[src/rtl/cpu_pkg.sv]
// Shared CPU definitions: opcode fields, branch-select encodings, the NOP
// word and the fetch-unit state encoding.
package cpu_pkg;

    // Opcode field position and the opcodes the front end knows by name
    localparam int OPCODE_MSB = 31;
    localparam int OPCODE_LSB = 25;
    localparam logic [6:0] OP_NOP = 7'h00;
    localparam logic [6:0] OP_ADD = 7'h02;
    localparam logic [6:0] OP_BZ  = 7'h20;
    localparam logic [6:0] OP_JMR = 7'h21;
    localparam logic [6:0] OP_JMP = 7'h22;

    // Branch-select (BS) encodings produced by the decoder
    localparam logic [1:0] BS_NEXT   = 2'b00;
    localparam logic [1:0] BS_BRANCH = 2'b01;
    localparam logic [1:0] BS_JMR    = 2'b10;
    localparam logic [1:0] BS_JUMP   = 2'b11;

    // All-zero word decodes as a no-operation
    localparam logic [31:0] NOP_WORD = 32'h0000_0000;

    typedef enum logic [2:0] {
        START,
        REQ,
        WAIT,
        DROP,
        HOLD
    } fetch_state_e;

endpackage

[src/rtl/next_pc_unit.sv]
// Combinational next-PC selection: decides whether the executing instruction
// redirects the front end and computes the resulting fetch address.
module next_pc_unit #(
    parameter int ADDR_WIDTH = 32
) (
    input  logic [ADDR_WIDTH-1:0] pc_i,
    input  logic                  advance_i,
    input  logic                  ex_valid_i,
    input  logic [1:0]            ex_bs_i,
    input  logic                  ex_ps_i,
    input  logic                  ex_z_i,
    input  logic [ADDR_WIDTH-1:0] ex_pc_i,
    input  logic [ADDR_WIDTH-1:0] ex_imm_i,
    input  logic [ADDR_WIDTH-1:0] ex_reg_a_i,
    output logic                  redirect_o,
    output logic [ADDR_WIDTH-1:0] target_o,
    output logic [ADDR_WIDTH-1:0] next_pc_o
);
    import cpu_pkg::*;

    // Redirect decision and target; a redirect always wins over sequential advance
    always_comb begin
        redirect_o = 1'b0;
        target_o   = ex_pc_i + ADDR_WIDTH'(1) + ex_imm_i;
        if (ex_valid_i) begin
            case (ex_bs_i)
                BS_BRANCH: redirect_o = ex_z_i ^ ex_ps_i;
                BS_JMR: begin
                    redirect_o = 1'b1;
                    target_o   = ex_reg_a_i;
                end
                BS_JUMP:   redirect_o = 1'b1;
                default:   redirect_o = 1'b0;
            endcase
        end
        if (redirect_o)
            next_pc_o = target_o;
        else if (advance_i)
            next_pc_o = pc_i + ADDR_WIDTH'(1);
        else
            next_pc_o = pc_i;
    end

endmodule

[src/rtl/instruction_fetch.sv]
// Instruction fetch front end: one outstanding request to instruction memory,
// one instruction slot towards the decoder, PC redirect on taken branches.
module instruction_fetch
    import cpu_pkg::*;
#(
    parameter int                  INSTRUCTION_SIZE = 32,
    parameter int                  ADDR_WIDTH       = 32,
    parameter logic [ADDR_WIDTH-1:0] RESET_PC       = '0
) (
    input  logic                        clk,
    input  logic                        rst,
    output logic                        imem_req,
    output logic [ADDR_WIDTH-1:0]       imem_addr,
    input  logic                        imem_ready,
    input  logic                        imem_rvalid,
    input  logic [INSTRUCTION_SIZE-1:0] imem_rdata,
    output logic [INSTRUCTION_SIZE-1:0] instruction,
    output logic                        instr_valid,
    output logic [ADDR_WIDTH-1:0]       instr_pc,
    input  logic                        stall,
    input  logic                        ex_valid,
    input  logic [1:0]                  ex_bs,
    input  logic                        ex_ps,
    input  logic                        ex_z,
    input  logic [ADDR_WIDTH-1:0]       ex_pc,
    input  logic [ADDR_WIDTH-1:0]       ex_imm,
    input  logic [ADDR_WIDTH-1:0]       ex_reg_a
);

    fetch_state_e                state_q, state_d;
    logic [ADDR_WIDTH-1:0]       pc_q, pc_d;
    logic [INSTRUCTION_SIZE-1:0] instr_q, instr_d;
    logic [ADDR_WIDTH-1:0]       instr_pc_q, instr_pc_d;
    logic                        valid_q, valid_d;
    logic                        redirect;
    logic [ADDR_WIDTH-1:0]       target;
    logic                        advance;

    // The PC only advances when the memory accepts the current request
    assign advance = (state_q == REQ) && imem_ready;

    next_pc_unit #(
        .ADDR_WIDTH(ADDR_WIDTH)
    ) u_next_pc (
        .pc_i      (pc_q),
        .advance_i (advance),
        .ex_valid_i(ex_valid),
        .ex_bs_i   (ex_bs),
        .ex_ps_i   (ex_ps),
        .ex_z_i    (ex_z),
        .ex_pc_i   (ex_pc),
        .ex_imm_i  (ex_imm),
        .ex_reg_a_i(ex_reg_a),
        .redirect_o(redirect),
        .target_o  (target),
        .next_pc_o (pc_d)
    );

    // Fetch sequencing: request, wait/drop the response, hold the slot for decode
    always_comb begin
        state_d    = state_q;
        instr_d    = instr_q;
        instr_pc_d = instr_pc_q;
        valid_d    = valid_q;
        case (state_q)
            START: state_d = REQ;
            REQ: begin
                // An accept coinciding with a redirect leaves a response to discard
                if (redirect)
                    state_d = imem_ready ? DROP : REQ;
                else if (imem_ready)
                    state_d = WAIT;
            end
            WAIT: begin
                if (redirect) begin
                    state_d = imem_rvalid ? REQ : DROP;
                end else if (imem_rvalid) begin
                    instr_d    = imem_rdata;
                    instr_pc_d = pc_q - ADDR_WIDTH'(1);
                    valid_d    = 1'b1;
                    state_d    = HOLD;
                end
            end
            DROP: begin
                if (imem_rvalid)
                    state_d = REQ;
            end
            HOLD: begin
                if (redirect || !stall) begin
                    valid_d = 1'b0;
                    instr_d = INSTRUCTION_SIZE'(NOP_WORD);
                    state_d = REQ;
                end
            end
            default: state_d = START;
        endcase
    end

    // State, PC and instruction slot registers
    always_ff @(posedge clk or posedge rst) begin
        if (rst) begin
            state_q    <= START;
            pc_q       <= RESET_PC;
            instr_q    <= INSTRUCTION_SIZE'(NOP_WORD);
            instr_pc_q <= '0;
            valid_q    <= 1'b0;
        end else begin
            state_q    <= state_d;
            pc_q       <= pc_d;
            instr_q    <= instr_d;
            instr_pc_q <= instr_pc_d;
            valid_q    <= valid_d;
        end
    end

    assign imem_req    = (state_q == REQ);
    assign imem_addr   = pc_q;
    assign instruction = instr_q;
    assign instr_valid = valid_q;
    assign instr_pc    = instr_pc_q;

endmodule

[config.mk]
export PLATFORM = sky130hd
export DESIGN_NAME = instruction_fetch
export DESIGN_NICKNAME = d
export VERILOG_FILES = /design/src/rtl/cpu_pkg.sv /design/src/rtl/next_pc_unit.sv /design/src/rtl/instruction_fetch.sv
export SDC_FILE = /design/constraint.sdc
export NUM_CORES = 1
export LEC_CHECK = 0
export ABC_AREA = 1
export CAP_MARGIN = 10
export CORE_MARGIN = 5
export CORE_UTILIZATION = 54
export CTS_BUF_LIST = sky130_fd_sc_hd__clkbuf_8 sky130_fd_sc_hd__clkbuf_16
export CTS_CLUSTER_DIAMETER = 120
export DETAILED_ROUTE_END_ITERATION = 8
export GPL_TIMING_DRIVEN = 0
export MAX_ROUTING_LAYER = met4
export PLACE_DENSITY = 0.95
export SETUP_SLACK_MARGIN = 0.2
export SLEW_MARGIN = 5
export SYNTH_ARGS = -nofsm -noshare
export SYNTH_HDL_FRONTEND = slang
export SYNTH_SLANG_ARGS = --single-unit
[constraint.sdc]
create_clock -name clk -period 4.8 [get_ports clk]
set_input_delay 0.48 -clock clk [delete_from_list [all_inputs] [get_ports clk]]
set_output_delay 0.48 -clock clk [all_outputs]
set_load 0.01 [all_outputs]
==> key figures, run 1 <==
Worst setup path
  – Crit Reg-Reg Endpoint: imem_addr[13]
  – Worst path bufs/invs: 3
  – CP Launch Point: ex_pc[0]
  – CP Data Arrival Time: ~2800 ps
  – CP Data Required Time: about 5100 ps
  – Flop-to-flop setup slack: approximately 2700 ps
  – Slowest CP cell: clkdlybuf4s50_1
  – Max stage delay on crit path: roughly 460 ps
  – CP Launch Type: input pin
  – Cell mode on critical path: nand2_1
  – Worst path top cell family by delay: simple AND/OR/NAND/NOR gates
  – R2R cell count: 8
  – CP Depth: 16
  – Crit path cell chain: clkdlybuf4s50_1, inv_1, ha_1, inv_1, fa_1, nand2_1, a21oi_1, nand3_1, nand3_1, nand2_1, nand3_1, nand3_1, nand2_1, nand2_1, nand2_1, nand2_1
  – Worst setup EP type: flop
  – Max Fanout on Critical Path: 3
  – Critical path type: input pin to flop
  – R2R Path Start: state_q[1]

Synthesis
  – Synth unique cells: ~50
  – Syn_nets: between 1500 and 2000
  – Post-synthesis cell area: between 8000 and 9000 um2
  – Yosys warns: 0
  – Synth Area per Inst: about 6.4 um2
  – Sequential fraction of the synthesis area: between 20% and 30%
  – #FFs+latches synth: 100
  – Synth Instances: between 1000 and 1500

STA
  – Slew at the pin closest to its max-slew limit: 603 ps
  – Clk_skew: 11.8 ps
  – Post-route clock period utilization: around 53%
  – Relative max-transition margin: around three fifths
  – Hold Vio Cnt, Final: 0
  – Final Max Slew Viols: 0
  – Hold slack: approximately 480 ps
  – PnR worst setup slack: 2250 ps
  – TNS Setup: 0 ps
  – Max Clk Rate: about 390 MHz
  – RSZ-0062 raised after global routing: no
  – Fin crit period: 2550 ps
  – Setup violators final: 0

Placed design
  – Placer Congestion: 1.02
  – Number of port buffers: 235
  – Worst slack at placement: 1930 ps
  – Hpwl dp: about 24000 um

Layout
  – Antenna diode count: 0
  – Area delta synth->final: 34.5%
  – Post-layout util: 73.4%
  – Nets: 1765
  – Layout cells sized above 1: 7.57%

Pwr
  – Pwr dens: 481 nW/um2
  – Worst VDD drop: approximately 0.24 mV
  – Pwr Total: roughly 5.5 mW
  – Leak: ~5.7 nW

Global route
  – Vias in the first global route: roughly 9000
  – GRT Overall Usage: roughly 31%
  – Grt ovf: 0
  – Antenna violations before repair: 0
  – Largest net degree at the start of global routing: a little under 70
  – Wire length of the first global-routing pass: between 40000 and 50000 um

Drt
  – Vias per inst: roughly 5.4
  – DRC viols: 0
  – Vias post-DR: just under 10000
  – Detail Route Antenna Nets: 0
  – Iter 0 DRT Violations: ~730
  – TritonRoute pass-1 iters: 5
  – Final WL: about 29000 um
  – Drt wl/cell: between 15 and 20 um

Clock tree
  – Clk_lat worst skew: about 360 ps
  – Clk root buf: clkbuf_16
  – CTS Buffer Depth: 2
  – Postcts setup bufs: 0
  – Post-CTS resize count: 0
  – Total CTS buffers: 9
  – TritonCTS clock tree: done
  – Clock Sinks: 100
  – H-tree depth: 3
  – Cts hold-fix bufs: 0
  – Clk slew on worst S/H paths: about 70 ps

Die
  – IO Pins: ~240
  – Die H: about 140 um
  – Core area: 15700 um2
  – FP Rows: 46
  – Initial Utilization: around 55%
  – Die Footprint: ~18000 um2
  – Die width: between 100 and 150 um

Hold path
  – Hold Path Class: input pin to asynchronous set/reset pin

Outcome
  – Status: finished clean

Run
  – Max_cap viols: 0
[power by group]
group | internal (mW) | switching (mW) | leakage, nW | total, mW
sequential | 1.23 | 0.340 | 1.24 | 1.57
combinational | 1.38 | 1.82 | 4.34 | 3.20
clock | 0.413 | 0.351 | 0.152 | 0.764
[cells in the mapped netlist (all sizes together)]
cell      n  area share [%]
or2       4            0.29
a211oi    1           0.088
nor3     31             2.7
o211ai    3            0.26
o21ai   104             6.2
nor2    183             8.9
nor4b     1            0.18
fa        1            0.23
clkbuf   17            0.74
buf      31             2.1
dfrtp   100              29
a21o      1           0.088
a31oi     6            0.44
xor2     46             4.7
and2      1           0.073
nand4    19             1.6
o221ai    4            0.41
nand3    73             4.8
inv     172             7.5
o31ai     3            0.26
ha       33             4.8
a21oi    36             2.2
a22oi     5            0.44
o22a      1            0.10
nand3b    1           0.088
o21bai    2            0.18
nor4      5            0.37
xnor2     3            0.31
clkinv    2            0.12
nand2   456              20
nor3b     1            0.15
[metal layers]
| metal | share of wire (%) | vias to the layer above | routed length (um) | track usage, % |
|---|---|---|---|---|
| li1 | - | 4752 | - | - |
| met1 | 39 | 4475 | 11300 | 37.5 |
| met2 | 49 | 461 | 14100 | 53.8 |
| met3 | 7.2 | 88 | 2060 | 1.85 |
| met4 | 4.5 | 0 | 1290 | 14.4 |
| met5 | 0 | - | 0 | - |
[cells by family after synthesis]
kind of cell / share of synthesized area (%)
AOI/OAI and AO/OA: 10.6
xor gates and xnor gates: 5.01
adders and majority gates: 5.05
buffers and inverters: 10.5
DFF: 29.2
and+or+nand+nor: 39.6
[per-stage QoR]
stage / std cells / area (um2)
after global routing: 1814 / 11500
after CTS: 1814 / 11500
after floorplan: 1346 / 8570
after detailed placement: 1798 / 11200
after global placement: 1797 / 11200
final: 1814 / 11500
[final cells by class]
cell class / count / area (um2)
multi-input cells: 1024 / 5160
fillers: 1296 / 4190
flip-flops and latches: 100 / 2500
repair buffers: 236 / 2380
inverters: 174 / 658
well taps: 216 / 270
plain buffers: 48 / 246
clock buffers: 9 / 225
clock inverters: 7 / 81.3
[sequential cells by signal, indices dropped and copies added (netlist names)]
name and flops:
imem_addr 32, instr_pc 32, instruction 32, state_q 3
instr_valid 1
[worst max path at each step]
stage                                to
after global routing      imem_addr[28]
after detailed placement  imem_addr[28]
final                     imem_addr[28]
after floorplan            imem_addr[0]
after CTS                 imem_addr[28]
after global placement      instr_pc[3]
[layout by cell type, fill, tap and decap left out, types with 6 or more instances in the layout]
cell type / count
ha_1: 33
nor2_1: 168
inv_1: 154
nand2_1: 445
clkdlybuf4s50_1: 235
buf_4: 9
nand4_1: 18
nor2_2: 9
buf_2: 20
dfrtp_1: 100
clkbuf_16: 9
nor3_2: 8
a21oi_1: 34
nand3_1: 65
nand2_2: 8
clkbuf_1: 17
o21ai_0: 69
o21ai_1: 33
xor2_1: 46
a31oi_1: 6
nor3_1: 20
inv_2: 17
nand3_2: 7
No activity file was read; power rests on OpenSTA's default activity.
==> inputs of run 2 (changes only) <==
--- a/config.mk
+++ b/config.mk
@@ -8,13 +8,13 @@
 export ABC_AREA = 1
 export CAP_MARGIN = 10
 export CORE_MARGIN = 5
-export CORE_UTILIZATION = 54
+export CORE_UTILIZATION = 45
 export CTS_BUF_LIST = sky130_fd_sc_hd__clkbuf_8 sky130_fd_sc_hd__clkbuf_16
 export CTS_CLUSTER_DIAMETER = 120
 export DETAILED_ROUTE_END_ITERATION = 8
 export GPL_TIMING_DRIVEN = 0
 export MAX_ROUTING_LAYER = met4
-export PLACE_DENSITY = 0.95
+export PLACE_DENSITY = 0.9
 export SETUP_SLACK_MARGIN = 0.2
 export SLEW_MARGIN = 5
 export SYNTH_ARGS = -nofsm -noshare
==> constraint.sdc (replaced) <==
create_clock -name clk -period 2.09 [get_ports clk]
set_input_delay 0.209 -clock clk [delete_from_list [all_inputs] [get_ports clk]]
set_output_delay 0.209 -clock clk [all_outputs]
set_load 0.01 [all_outputs]
==> run 2 against run 1 <==
  * Combinational power rose to 2.6 times the previous value
  * Total power increased by 150%
  * Critical path depth is 6 lower
  * Largest cell class unchanged
  * Sequential power up 140%
  * Global-route usage decreased by 4.4 points
  * Cell count grew 3.4%
  * Register-to-register slack worse by 2500 ps
  * Die area rose by 18%
  * Sequential share of layout area down 2.3 points
  * First-iteration DRC count increased by 16%
==> key figures, run 2 (synthesis gave the netlist of run 1 again) <==
Outcome
  – Status: finished clean

Pwr
  – Pwr dens: ~1100 nW/um2
  – Internal power: 7.56 mW
  – Worst VDD drop: 0.464 mV
  – Sequential Power Share: approximately 27%
  – Combinational share of power: 59.4%
  – NetSw: just over 6 mW
  – Clk pwr share: 13.7%
  – Sw frac: 45.2%
  – Leak: 6.45 nW

Global route
  – Wire length of the first global-routing pass: 46600 um
  – Vias in the first global route: between 9000 and 10000
  – Largest net degree at the start of global routing: a little over 40
  – GRT Overall Usage: between 20% and 30%
  – Antenna violations before repair: 0
  – Grt ovf: 0

Die
  – FP Rows: 50
  – Die width: roughly 150 um
  – Die Footprint: around 22000 um2
  – IO Pins: about 240
  – Die H: between 100 and 150 um
  – Core area: between 15000 and 20000 um2
  – Initial Utilization: between 40% and 50%

Hold path
  – Hold Path Class: input pin to asynchronous set/reset pin

Layout
  – Layout cells sized above 1: 20.9%
  – Antenna diode count: 0
  – Post-layout util: 69.4%
  – Commonest non-fill, non-tap cell in the layout: nand2_1
  – Commonest non-fill, non-tap cells in the layout: 393 x nand2_1, 193 x clkdlybuf4s50_1, 144 x inv_1, 144 x nor2_1, 86 x dfrtp_1
  – Fin cells: about 1900
  – Area delta synth->final: 51.5%
  – Fill cell count: ~1400
  – Nets: about 1800

Clock tree
  – H-tree depth: 3
  – Clk slew on worst S/H paths: around 70 ps
  – TritonCTS clock tree: done
  – Clock Sinks: 100
  – CTS Buffer Depth: 2
  – Total CTS buffers: 9
  – Clk root buf: clkbuf_16
  – Clk_lat worst skew: between 300 and 400 ps
  – Cts hold-fix bufs: 0

Worst setup path
  – Slowest CP cell: dfrtp_2
  – CP Data Required Time: around 2300 ps
  – Worst setup EP type: flop
  – Max stage delay on crit path: 460 ps
  – CP Data Arrival Time: ~2100 ps
  – Worst path bufs/invs: 1
  – Max Fanout on Critical Path: 4
  – CP Launch Type: flop
  – Critical path type: flop to flop
  – Cell mode on critical path: nor2_2
  – Crit path cell chain: inv_4, ha_4, nand3_4, nor2_4, nand2_1, nor2_2, nand3_2, nor2_2, xor2_1, o21ai_1
  – Worst path top cell family by delay: simple AND/OR/NAND/NOR gates

Run
  – Max_cap viols: 0

Drt
  – DRC viols: 0
  – Detail Route Antenna Nets: 0
  – Vias post-DR: 10179
  – Vias per inst: between 5 and 6
  – Iter 0 DRT Violations: 844
  – TritonRoute pass-1 iters: 5
  – Drt wl/cell: approximately 17 um
  – Final WL: ~33000 um

STA
  – TNS Setup: 0 ps
  – Post-route clock period utilization: 91.2%
  – Slew at the pin closest to its max-slew limit: between 600 and 700 ps
  – Setup violators final: 0
  – Hold Vio Cnt, Final: 0
  – RSZ-0062 raised after global routing: yes
  – Clk_skew: roughly 8.4 ps
  – Hold slack: 252 ps
  – Max Clk Rate: around 520 MHz
  – Final Max Slew Viols: 0
  – Relative max-transition margin: 59.5%
  – Fin crit period: between 1500 and 2000 ps

Placed design
  – Placer Congestion: between 0.9 and 1
  – Hpwl dp: roughly 24000 um
  – Placed instance count: approximately 1800
  – Number of port buffers: ~240
-- run 2: changes by cell type in the layout (fill, tap and decap cells not counted), moves of 13 or more --
| cell | change |
|---|---|
| nand2_2 | +39 |
| a21oi_2 | +14 |
| nand2_4 | +13 |
| dfrtp_2 | +14 |
| dfrtp_1 | -14 |
| ha_1 | -29 |
| nand2_1 | -52 |
| ha_4 | +27 |
| clkdlybuf4s50_1 | -42 |
| dlymetal6s2s_1 | +38 |
| a21oi_1 | -16 |
| nor2_1 | -24 |
| buf_4 | +42 |
-- run 2: worst paths after layout --
path | slack, ps | startpoint | end | cells past startpoint
worst min register to register | 480 | instr_pc[6] | instr_pc[6] | 2
min in group clk | 380 | imem_rdata[26] | instruction[26] | 3
worst min-delay path | 250 | rst | instr_pc[5] | 2
worst max register to register | 180 | imem_addr[1] | instr_pc[26] | 10
max in group asynchronous | 1250 | rst | state_q[2] | 3
worst max-delay path | 180 | imem_addr[1] | instr_pc[26] | 10
-- run 2: power by group through the flow --
stage          clock network, mW  logic (mW)  registers [mW]
2_1_floorplan                  0        3.66            3.87
3_3_place_gp                   0        7.06            3.60
3_5_place_dp                   0        7.22            3.63
4_1_cts                     1.90        7.44            3.61
5_1_grt                     1.97        8.86            3.82
6_report                    1.89        8.20            3.71
-- run 2: layout make-up --
cell class / instances / area, um2 / share of cell area, %
plain buffers: 48 / 305 / 2.35
clock buffers: 9 / 225 / 1.73
clock inverters: 7 / 105 / 0.810
inverters: 174 / 666 / 5.13
multi-input cells: 1024 / 6070 / 46.7
flip-flops and latches: 100 / 2520 / 19.4
well taps: 234 / 293 / 2.26
repair buffers: 280 / 2800 / 21.6
-- run 2: layer usage --
layer | GRT usage, % | vias up | part of all wire [%]
met2 | 45.6 | 519 | 50
met4 | 9.88 | 0 | 4.4
met3 | 3.00 | 123 | 6.8
li1 | - | 4832 | -
met5 | - | - | 0
met1 | 32.6 | 4705 | 39
-- run 2: timing repair --
| item | 4_1_cts | 5_1_grt |
|---|---|---|
| endpoints found under the setup margin | 42 | 98 |
| buffers inserted | 3 | 40 |
| gates cloned | 0 | 0 |
| pin swaps | 13 | 72 |
| gates resized for setup | 61 | 243 |
-- run 2: through the flow --
stage                     cell area, um2  power [mW]  setup slack [ps]
final                              13000        13.8               185
after detailed placement           11300        10.9              -496
after CTS                          11900        13.0               142
after global routing               13000        14.7              65.3
after floorplan                     8570        7.53               326
after global placement             11200        10.7              -461
==> variant 1: new RTL, settings of run 2 <==
The parameter `INSTRUCTION_SIZE` goes from 32 to 16.
--- a/src/rtl/instruction_fetch.sv
+++ b/src/rtl/instruction_fetch.sv
@@ -3,7 +3,7 @@
 module instruction_fetch
     import cpu_pkg::*;
 #(
-    parameter int                  INSTRUCTION_SIZE = 32,
+    parameter int                  INSTRUCTION_SIZE = 16,
     parameter int                  ADDR_WIDTH       = 32,
     parameter logic [ADDR_WIDTH-1:0] RESET_PC       = '0
 ) (
Interface: changed (resized imem_rdata and instruction); port bits go from 236 to 204. No check against the original RTL was run, so the function may have changed too.
==> variant 1 against run 2 <==
  * Core utilization grew 0.064 points
  * Sequential power shrank 22%
  * Setup slack lost 17 ps
  * Via count shrank 10%
  * Sequential cell count shrank 16
  * Design area shrank 11%
  * Largest power group unchanged
  * Synthesized area shrank 11%
  * Synthesized cell count shrank 8.0%
  * Power shrank 22%
  * Highest routed layer unchanged
  * Routed wire length shrank 12%
==> variant 1: results (changes against run 2) <==
metric,value,unit,change
placed cell areas,10000,um^2,-11%
NumNets Final,1644,,-9.1%
Total GRT Usage,0.271,,+0.00448
layout cells sized above 1,0.182,,-0.0266
syn nets,1394,,-8.2%
Worst VDD drop,0.558,mV,+20%
post-synthesis xor/xnor area fraction,0.0640,,+0.0139
Routed WL,28800,um,-12%
Synth Area in Compound Gates,0.114,,+0.00816
Internal,6.10,mW,-19%
leakage,5.63,nW,-13%
most area-consuming cells after synthesis,"dfrtp_1, nand2_1, nor2_1, inv_1, xor2_1",,
routing usage on met1,0.314,,-0.0125
Pwr Density,935,nW/um^2,-12%
relative slew slack,0.577,,-0.0184
largest net degree at the start of global routing,44,,+7.3%
Clock Skews,5.60,ps,-2.79 ps
outcome,finished clean,,
vias in the first global route,8451,,-9.4%
met3 wire length,2050,um,-8.1%
post-synth cell types,46,,-6.1%
Port Buffers,203,,-14%
grt met2 use,0.480,,+0.0236
CP Max Fanout,5,,+1
metal2 WL,14500,um,-11%
detailed placement HPWL,21800,um,-7.6%
Logic power comb,6.30,mW,-23%
vias per cell,5.33,,-1.7%
M1 wire length,11100,um,-13%
Post-synth top cells,"nand2_1, nor2_1, inv_1",,
-- variant 1: changes by cell type after synthesis, moves of 7 or more --
cell and delta:
nand3_1 +10, dfrtp_1 -16, o21ai_1 -27, inv_2 -14
a21oi_1 +8, nand2_1 -72, inv_1 +12, o21ai_0 +13
nand3_2 -7
-- variant 1: timing repair --
action | 4_1_cts | 5_1_grt
endpoints found under the setup margin | 50 | 71
setup buffers | 12 | 22
pin swaps | 15 | 45
gates resized for setup | 74 | 213
hold endpoints to repair | 0 | 0
-- variant 1: worst max-delay path: stages (launching register included) --
cell and delay, ps:
dfrtp_2 450, inv_2 100, nand2_2 80, nor2_4 140, nand2_4 80, nor2_8 140, nand2_4 70, nor2_4 150
nand2_4 90, nor2_4 130, buf_6 130, xor2_1 160, o21ai_1 70
-- variant 1: area by class of cell --
type                       instances  area (um^2)  area share
buffer                            44          263      0.0227
inverter                         171          651      0.0563
clock buffer                      10          239      0.0207
clock inverter                     5         53.8     0.00465
sequential                        84         2110       0.183
timing repair buffer             239         2390       0.207
multi-input combinational        939         5580       0.482
tap                              220          275      0.0238
-- variant 1: worst paths after layout --
check | startpoint | endpoint | slack, ps | cells after the start
setup / recovery | imem_addr[2] | instr_pc[25] | 170 | 12
hold / removal | rst | instr_pc[0] | 190 | 2
setup reg to reg | imem_addr[2] | instr_pc[25] | 170 | 12
hold reg to reg | instr_pc[27] | instr_pc[27] | 480 | 2
max in group asynchronous | rst | imem_addr[28] | 1380 | 3
min in group clk | imem_rdata[0] | instruction[0] | 440 | 3
-- variant 1: cell families (layout without fill, tap and decap cells) --
logic type | Yosys count | count (layout)
compound gates | 160 | 160
xor+xnor | 56 | 56
fa+ha+maj | 34 | 34
buf+inv | 215 | 469
flops | 84 | 84
simple gates | 689 | 689
==> variant 2: new RTL, flow settings as in run 2 <==
Without the edit above. Reset style: synchronous (`rst`), changed in one clocked block.
--- a/src/rtl/instruction_fetch.sv
+++ b/src/rtl/instruction_fetch.sv
@@ -97,7 +97,7 @@
     end
 
     // State, PC and instruction slot registers
-    always_ff @(posedge clk or posedge rst) begin
+    always_ff @(posedge clk) begin
         if (rst) begin
             state_q    <= START;
             pc_q       <= RESET_PC;
Formal check against the unedited RTL: differs if rst is asserted again (counterexample within 4 cycles, from zero or initial values and one cycle with rst high); with rst held inactive, the same outputs for 4 cycles.
==> variant 2 against run 2 <==
  * Synthesized area decreased by 8.5%
  * Sequential share of layout area is 2.6 points lower
  * Cell count down 3.5%
  * Clock skew hardly changed
  * Routed wire length shrank 2.6%
  * Sequential cell count did not move
  * Setup slack gained 26 ps
  * Design area decreased by 7.5%
  * Largest cell class unchanged
Power is not compared: it rests on default switching activity, and its combinational part moved more than twofold at a synthesized area within 25%.
==> variant 2: results (changes against run 2) <==
metric,value,unit,change
post-synth cell types,44,,-10%
Register-to-Register Path Depth,13,,+3
First DRT Iteration DRCs,876,,+3.8%
placed cell count,1768,,-2.7%
Routed WL,31900,um,-2.6%
hold path cells,3,,
detailed placement HPWL,24400,um,+3.5%
CTS root buffer,clkbuf_16,,
vias in the first global route,8943,,-4.1%
vias per cell,5.42,,-0.15%
layout cells sized above 1,0.173,,-0.0355
largest net degree at the start of global routing,20,,-51%
Total GRT Usage,0.293,,+0.0261
max incr delay on CP,370,ps,-90 ps
via count,9812,,-3.6%
Clock Skews,8.71,ps,+0.322 ps
leakage,5.26,nW,
most area-consuming cells after synthesis,"dfxtp_1, nand2_1, nor2_1, a21oi_1, inv_1",,
worst-skew pair later-pin latency,350,ps,about the same
Worst-Margin Slew,687,ps,+79.4 ps
diode count,0,,unchanged
initial antenna violation count,0,,unchanged
RePlAce Congestion,1.03,,+7.3%
commonest register cell after synthesis,dfxtp_1,,
"Avg Cell Area, Syn",5.99,um^2,-5.9%
register area share after synthesis,0.255,,-0.0366
Post-Place Worst Slack,-570,ps,-74.5 ps
CP arrival,2120,ps,-20 ps
syn nets,1480,,-2.5%
CP Max Fanout,4,,unchanged
post-synthesis async set-or-reset flop share,0,,-1.00
first-pass GRT wire length,46000,um,-1.3%
outcome,finished clean,,
Worst path slowest cell,fa_2,,
fillers,1409,,-2.8%
Post-synth top cells,"nand2_1, nor2_1, inv_1",,
Initial DRT Pass Iterations,7,,+2
Worst Hold Class,in2reg,,
==> variant 2: changes by cell type in the layout (fill, tap and decap cells not counted), moves of 30 or more <==
cell	change
dfxtp_1	+94
nand2_1	-86
dfrtp_1	-86
o21ai_0	+35
a21oi_1	+81
o21ai_1	-30
==> variant 2: kinds of logic (layout without fill, tap and decap cells) <==
kind of cell             Yosys count  in the layout  synth area share
flip-flops                       100            100             0.255
AO/OA/AOI/OAI                    263            263             0.178
adder cells (fa/ha/maj)           34             34            0.0552
AND/OR/NAND/NOR                  638            638             0.340
XOR/XNOR                          54             54            0.0604
buffers and inverters            219            497             0.110
==> variant 2: layout make-up <==
class / instances / area (um^2) / share of cell area
well taps: 225 / 282 / 0.0234
clock inverters: 7 / 114 / 0.00948
inverters: 159 / 603 / 0.0502
clock buffers: 9 / 225 / 0.0188
flip-flops and latches: 100 / 2010 / 0.168
plain buffers: 60 / 333 / 0.0277
repair buffers: 262 / 2590 / 0.216
multi-input cells: 989 / 5840 / 0.487
==> variant 2: stage by stage <==
| stage | setup TNS, ps | cell area (um^2) |
|---|---|---|
| 2_1_floorplan | 0 | 7840 |
| 3_3_place_gp | -14830 | 10500 |
| 3_5_place_dp | -21430 | 10500 |
| 4_1_cts | 0 | 11100 |
| 5_1_grt | 0 | 12000 |
| 6_report | 0 | 12000 |
==> variant 2: path summary, 6_finish.rpt <==
kind,start,end,slack (ps)
worst max-delay path,ex_pc[0],imem_addr[26],210
worst min register to register,instruction[2],instruction[2],460
worst min-delay path,imem_rdata[25],instruction[25],410
worst max register to register,imem_addr[10],instr_pc[25],230
==> variant 2: critical path, delay by kind of cell <==
kind | cells | cell delay [ps]
AOI/OAI and AO/OA | 1 | 80
adders and majority gates | 2 | 540
buffers and inverters | 3 | 360
and+or+nand+nor | 11 | 940
==> variant 2: report_power, final <==
part           switching [mW]  leakage [nW]  internal, mW
Clock                   0.824         0.166          1.08
Sequential              0.142         0.817          2.04
Combinational            1.66          4.28          1.25
==> variant 2: per-layer routing <==
layer / GRT usage / vias up / wire, um
met2: 0.482 / 485 / 15000
met5: - / - / 0
met4: 0.0697 / 0 / 720
li1: - / 4761 / -
met1: 0.382 / 4500 / 13700
met3: 0.0430 / 66 / 2370
==> variant 2: timing repair <==
item                       in CTS  in global routing
setup endpoints to repair      73                 80
setup buffers                   3                 24
pin swaps                       8                 42
hold endpoints to repair        0                  0
resized for setup              69                222
